**config.mk**
```make
export PLATFORM = sky130hd
export DESIGN_NAME = regfile_wb_arbiter
export DESIGN_NICKNAME = d
export VERILOG_FILES = /design/src/rtl/regfile_wb_arbiter.sv
export SDC_FILE = /design/constraint.sdc
export NUM_CORES = 1
export LEC_CHECK = 0
export ABC_AREA = 1
export CORE_ASPECT_RATIO = 0.5
export CORE_UTILIZATION = 30
export DETAILED_ROUTE_END_ITERATION = 6
export PLACE_DENSITY_LB_ADDON = 0.25
export SETUP_SLACK_MARGIN = 0.02
export SYNTH_ARGS = -nofsm -noshare
export SYNTH_HDL_FRONTEND = slang
export SYNTH_SLANG_ARGS = --single-unit
```
**constraint.sdc**
```tcl
create_clock -name clk -period 4.7 [get_ports clk]
set_clock_uncertainty 0.2 [all_clocks]
set_input_delay 0.94 -clock clk [delete_from_list [all_inputs] [get_ports clk]]
set_output_delay 0.94 -clock clk [all_outputs]
set_load 0.01 [all_outputs]
```
**src/rtl/regfile_wb_arbiter.sv**
```systemverilog
// Write-port arbiter for the 32x32 register file: pipeline WB (A) vs multicycle unit (B),
// with starvation forcing for B, a busy scoreboard for outstanding B results and decode stall.
module regfile_wb_arbiter #(
  parameter int NREG         = 32,
  parameter int AW           = 5,
  parameter int DW           = 32,
  parameter int STARVE_LIMIT = 4
) (
  input  logic          clk,
  input  logic          rst_n,
  input  logic          a_valid,
  input  logic [AW-1:0] a_rd,
  input  logic [DW-1:0] a_data,
  output logic          a_ready,
  input  logic          b_valid,
  input  logic [AW-1:0] b_rd,
  input  logic [DW-1:0] b_data,
  output logic          b_ready,
  input  logic          iss_valid,
  input  logic [AW-1:0] iss_rd,
  input  logic [AW-1:0] rs1Addr,
  input  logic [AW-1:0] rs2Addr,
  output logic          hazard_stall,
  output logic          RegWrite,
  output logic [AW-1:0] WriteAddr,
  output logic [DW-1:0] WriteData
);

  typedef enum logic [0:0] {
    A_PRI   = 1'b0,
    B_FORCE = 1'b1
  } state_t;

  localparam logic [3:0] LIMIT_M1 = 4'(STARVE_LIMIT - 1);

  state_t          r_state;
  state_t          w_state_nxt;
  logic [3:0]      r_wait_cnt;
  logic [3:0]      w_wait_nxt;
  logic [NREG-1:1] r_busy;
  logic [NREG-1:0] w_busy_full;
  logic            w_a_grant;
  logic            w_b_grant;
  logic            r_we;
  logic [AW-1:0]   r_waddr;
  logic [DW-1:0]   r_wdata;

  // Ready outputs are forced low while reset is asserted so every output reads 0 in reset.
  always_comb begin
    a_ready = 1'b0;
    b_ready = 1'b0;
    if (rst_n) begin
      case (r_state)
        A_PRI: begin
          a_ready = 1'b1;
          b_ready = ~a_valid;
        end
        B_FORCE: begin
          a_ready = 1'b0;
          b_ready = 1'b1;
        end
        default: begin
          a_ready = 1'b0;
          b_ready = 1'b0;
        end
      endcase
    end else begin
      a_ready = 1'b0;
      b_ready = 1'b0;
    end
  end

  assign w_a_grant = a_valid & a_ready;
  assign w_b_grant = b_valid & b_ready;

  // Next state and starvation count; B wins after exactly STARVE_LIMIT refusals.
  always_comb begin
    w_state_nxt = r_state;
    w_wait_nxt  = r_wait_cnt;
    case (r_state)
      A_PRI: begin
        if (w_b_grant) begin
          w_wait_nxt = 4'd0;
        end else if (b_valid) begin
          if (r_wait_cnt == LIMIT_M1) begin
            w_state_nxt = B_FORCE;
          end else begin
            w_state_nxt = A_PRI;
          end
          w_wait_nxt = r_wait_cnt + 4'd1;
        end else begin
          w_wait_nxt = r_wait_cnt;
        end
      end
      B_FORCE: begin
        if (w_b_grant || !b_valid) begin
          w_state_nxt = A_PRI;
          w_wait_nxt  = 4'd0;
        end else begin
          w_state_nxt = B_FORCE;
        end
      end
      default: begin
        w_state_nxt = A_PRI;
        w_wait_nxt  = 4'd0;
      end
    endcase
  end

  // Arbiter state register.
  always_ff @(posedge clk or negedge rst_n) begin
    if (!rst_n) begin
      r_state    <= A_PRI;
      r_wait_cnt <= 4'd0;
    end else begin
      r_state    <= w_state_nxt;
      r_wait_cnt <= w_wait_nxt;
    end
  end

  // Write port: the winner of cycle N is presented during N+1; x0 targets never assert RegWrite.
  always_ff @(posedge clk or negedge rst_n) begin
    if (!rst_n) begin
      r_we    <= 1'b0;
      r_waddr <= {AW{1'b0}};
      r_wdata <= {DW{1'b0}};
    end else if (w_a_grant) begin
      r_we    <= (a_rd != {AW{1'b0}});
      r_waddr <= a_rd;
      r_wdata <= a_data;
    end else if (w_b_grant) begin
      r_we    <= (b_rd != {AW{1'b0}});
      r_waddr <= b_rd;
      r_wdata <= b_data;
    end else begin
      r_we    <= 1'b0;
    end
  end

  // Scoreboard: a new issue to rd takes precedence over a same-cycle B completion to rd.
  always_ff @(posedge clk or negedge rst_n) begin
    if (!rst_n) begin
      r_busy <= {(NREG-1){1'b0}};
    end else begin
      for (int i = 1; i < NREG; i++) begin
        if (iss_valid && (iss_rd == AW'(i))) begin
          r_busy[i] <= 1'b1;
        end else if (w_b_grant && (b_rd == AW'(i))) begin
          r_busy[i] <= 1'b0;
        end else begin
          r_busy[i] <= r_busy[i];
        end
      end
    end
  end

  assign w_busy_full = {r_busy, 1'b0};

  // Decode stall on RAW/WAW against outstanding B ops, or while WB is held.
  always_comb begin
    hazard_stall = 1'b0;
    if (rst_n) begin
      hazard_stall = w_busy_full[rs1Addr] | w_busy_full[rs2Addr] |
                     (iss_valid & w_busy_full[iss_rd]) | (a_valid & ~a_ready);
    end else begin
      hazard_stall = 1'b0;
    end
  end

  assign RegWrite  = r_we;
  assign WriteAddr = r_waddr;
  assign WriteData = r_wdata;

endmodule

```
### Word level (Yosys, flattened, before mapping)

Index checks and enable logic that the tools add are counted.

| word-level totals | value |
|---|---|
| bits of input ports | 94 |
| output and inout bits | 41 |
| word-level logic and storage cells | 302 |
| register bits after elaboration | 74 |

| cells by class | value |
|---|---|
| bitwise logic cells | 10 |
| reduce and logical (&&, ||, !) cells | 99 |
| eq/ne operators | 65 |
| order comparisons | 3 |
| multiplexer cells | 88 |
| $add $sub $neg | 1 |

Operators with widths:

| kind | count |
|---|---|
| $eq 5x5->1 const B | 32 |
| $eq 5x4->1 const B | 16 |
| $mux 1 | 74 |
| $mux 32 | 2 |
| $reduce_bool 2->1 | 32 |
| $logic_and 1x1->1 | 62 |
| $eq 5x3->1 const B | 8 |
| $eq 5x2->1 const B | 4 |
| $lt 5x6->1 const B | 3 |
| $bmux 1 s5 | 3 |
| $mux 4 | 3 |
| $eq 5x1->1 const B | 2 |
| $mux 5 | 2 |
| $reduce_bool 5->1 | 2 |
| $pmux 4 s2 | 1 |
| $pmux 1 s2 | 3 |
| $add 4x1->4 const B | 1 |
| $and 1x1->1 | 4 |
| $eq 4x2->1 const B | 1 |
| $ne 3x3->1 const B | 1 |
| $not 1->1 | 3 |
| $or 1x1->1 | 3 |
| $ne 2x1->1 const B | 1 |
| $reduce_and 2->1 | 1 |
| other kinds (2) | 2 |

### Depth between registers and ports, before layout

Gate-level depths: netlist (run 1).

| logic depth | value |
|---|---|
| depth in word-level cells | 7 |
| gate-level depth with buffers | 12 |
| mapped depth without buffers | 11 |

### Worst setup path before layout (run 1)

No wires, ideal clock.

| timing path | value |
|---|---|
| kind | input-to-output |
| from | input iss_rd[1] |
| to | output hazard_stall |
| path buffers | 1 |
| stages on the path | 12 |
| arrival | 1.972 ns |
| data required time | 3.560 ns |
| slack | 1.588 ns |
| cell sequence | buf_4 -> inv_4 -> nand2_2 -> nor2_1 -> nand2_1 -> nand2_1 -> nor2_1 -> nand2_1 -> nor2_1 -> nor2_1 -> nor2_1 -> a21oi_1 |

| on the way | value |
|---|---|
| cells in the longest elaborated chain, start to end | 6 |

Ends and longest elaborated chain:

| what | RTL line | text |
|---|---|---|
| start: declaration | 20 | `input logic [AW-1:0] iss_rd,` |
| $bmux 1 s5 | 164 | `(iss_valid & w_busy_full[iss_rd]) \| (a_valid & ~a_ready);` |
| $mux 1 (not written as such) | 164 |  |
| $and 1x1->1 | 164 |  |
| $or 1x1->1 | 163 | `hazard_stall = w_busy_full[rs1Addr] \| w_busy_full[rs2Addr] \|` |
| $or 1x1->1 | 164 |  |
| $mux 1 | 162 | `if (rst_n) begin` |
| end: declaration | 23 | `output logic hazard_stall,` |

No other way between the ends. The select of a mux whose other input is x is not followed.

### Final worst setup path (run 1)

Same ends and word-level chain as after synthesis.

==> reports/metrics.cfg, run 1 <==
[power]
vdd_drop_max_uv = 185
powerDensity_mw_per_mm2 = 375
p_comb_share_pct = 31.8
p_sw_share_pct = 33.0
switchingPower_uw = 782
p_int_uw = 1590
power.total_uw = 2370
p_clk_share_pct = 29.5
p_seq_share_pct = 38.6
p_leak_uw = 0.00294

[critical_path]
startpoint_type = primary input
rr_endpoint = WriteData[24]$_DFFE_PN0P_
slowest_delay_ns = 0.73
crit_required_ns = 3.56
worstRegToRegCells = 7
path_cells = clkdlybuf4s50_1 > inv_4 > nor2_2 > nand2_1 > nor2_1 > nor2_1 > nand2_1 > nor2_1 > nor2_1 > nor2_1 > a21oi_1 > clkdlybuf4s50_1
reg2reg_from = r_state$_DFF_PN0_
crit_type = primary input to output port
cp-end-kind = output port
slowest_stage = clkdlybuf4s50_1
worstPathMaxFanout = 9
cp_common_cell = nor2_1
arrival_ns = 3.22
r2r_setup_slack_ns = 2.15

[cells_and_area]
diodes = 0
fin_cells = 1014
final_util_pct = 43.2
area.growth.synth_to_final_pct = 39.1
nNetsFinal = 906
final_cell_mix = nand2_1, clkdlybuf4s50_1, nor2_1, dfrtp_1, inv_1
drive_gt1_share_pct = 5.51
final_common_cell = nand2_1

[routing]
vias = 4827
viasPerCell = 4.76
firstDrtPassIters = 4
postRouteAntennaNets = 0
remaining_drc_errors = 0
wl_per_cell_um = 14.1
drt_iter0_drc = 401
routed_wl_um = 14300

[floorplanning]
core_area_sq_mm = 0.0146
initial_utilization_pct = 31.0
die_h_um = 89.0
die_area_sq_mm = 0.0156
num_rows = 31
ioPinCount = 135
fp.dieW_um = 176

[clocking]
tritoncts = yes
clock_latency_ns = 0.34
cts.sinks = 74
clock_path_buffers = 2
postCtsSetupRepairBufs = 0
cts.clk_slew.worst_paths_ns = 0.06
cts_made_buffers = 9
htreeDepth = 3
clockRootBuffer = clkbuf_16

[timing]
finalHoldViolCount = 0
maxSlewHeadroom_pct = 35.7
fin_tns_setup_ns = 0
max_freq_mhz = 230
rsz0062_at_grt = no
maxSlewViolCount = 0
setup_ws_ns = 0.343
final-setup-viol-count = 0
tightest_slew_ns = 0.965
post-route-min-period_ns = 4.36
fin_crit_sh_pct = 92.7

[placement]
dp.cells = 998
port_buffers = 134
place_hpwl_um = 10600
place_congestion = 0.922
pre_cts_ws_ns = 0.226

[logic_synthesis]
ys_seq_area_share_pct = 40.8
synthTopCellsByArea = dfrtp_1, nand2_1, nor2_1
syn_area_per_cell_sq_um = 6.61
netlist_area_sq_mm = 0.00454
synth_nets = 781
yosysTopAreaCell = dfrtp_1
synthDistinctLibCells = 30
synth_top_cell_area_share_pct = 40.8
yosys_warnings = 0
synth-seq-cells = 74
syn_inst = 686

[worst_hold_path]
hold_start = r_busy[13]$_DFFE_PN0P_
hold_end = r_busy[13]$_DFFE_PN0P_
whs_path_depth = 2
hp-class = register to register

[global_route]
grtUsageMet2_pct = 32.2
grt_pass1_vias = 4587
antenna_found_initial = 0
grt_pass1_wl_um = 23500
track_usage_pct = 19.4
use_met1_pct = 25.2
use_met3_pct = 5.23
busiest_layer = met2
grt_overflow_total = 0
grt_max_degree = 75

[outcome]
status = finished clean

[run]
maxCapViolCount = 0

-- flip-flops by register name (all words and copies together) (netlist names) --
signal / count
WriteData: 32
r_busy: 31
WriteAddr: 5
r_wait_cnt: 4
RegWrite: 1
r_state: 1
-- cell usage after synthesis, drive strengths merged --
library cell,instances
nand4,2
nand3,50
nor2,83
a31oi,35
nor4,1
o211ai,2
xor2,1
buf,27
clkinv,1
o22ai,1
ha,1
nand3b,1
dfrtp,74
a21oi,6
o31ai,1
a32o,1
clkbuf,2
inv,66
nand2,284
o21ai,47
-- worst max-delay path by stage --
stage	startpoint	to	slack (ns)
2_1_floorplan	iss_rd[1]	hazard_stall	1.59
3_3_place_gp	iss_rd[0]	hazard_stall	0.28
3_5_place_dp	iss_rd[0]	hazard_stall	0.23
4_1_cts	iss_rd[0]	hazard_stall	0.22
5_1_grt	iss_rd[1]	hazard_stall	0.14
6_report	iss_rd[1]	hazard_stall	0.34
-- power by group through the flow --
stage | combinational, uW | sequential (uW) | clock [uW]
3_5_place_dp | 759 | 921 | 0
3_3_place_gp | 752 | 920 | 0
4_1_cts | 761 | 913 | 718
2_1_floorplan | 374 | 920 | 0
6_report | 754 | 915 | 700
5_1_grt | 851 | 934 | 742
-- layout make-up --
type | count | area (sq um)
tap | 198 | 248
inverter | 67 | 255
fill | 1532 | 8310
clock buffer | 11 | 253
timing repair buffer | 143 | 1410
multi-input combinational | 516 | 2240
clock inverter | 5 | 52.6
sequential | 74 | 1850
-- cell families (layout without fill, tap and decap cells) --
| family | count (synthesis) | count (layout) | synth area share, % |
|---|---|---|---|
| buf+inv | 96 | 226 | 9.74 |
| fa+ha+maj | 1 | 1 | 0.276 |
| flops | 74 | 74 | 40.8 |
| simple gates | 421 | 421 | 37.0 |
| compound gates | 93 | 93 | 12.0 |
| xor+xnor | 1 | 1 | 0.193 |
-- per-layer routing --
metal  vias up  wire (um)
met4         0        155
met2       165       6410
met5         -          0
li1       2418          -
met1      2231       6750
met3        13        997
-- stage by stage --
step           instance area, sq um  hold WS (ns)
6_report                       6310         0.292
2_1_floorplan                  4540         0.255
3_5_place_dp                   6000         0.283
3_3_place_gp                   6000         0.271
5_1_grt                        6310         0.320
4_1_cts                        6310         0.296
-- timing repair --
action	CTS	global route
hold buffers	0	0
resized for setup	0	1
setup endpoints to repair	0	1
-- critical path: cells and delay by family --
| family | cells | cell delay, ns |
|---|---|---|
| buf+inv | 3 | 1.40 |
| simple gates | 8 | 0.71 |
| compound gates | 1 | 0.16 |
No activity file was read; power rests on OpenSTA's default activity.
==> run 2: changes to the inputs <==
Settings changed: SLEW_MARGIN set to 20.
==> results of run 2 <==
Same layout as run 1: the final DEF is identical, and so are final timing and power.
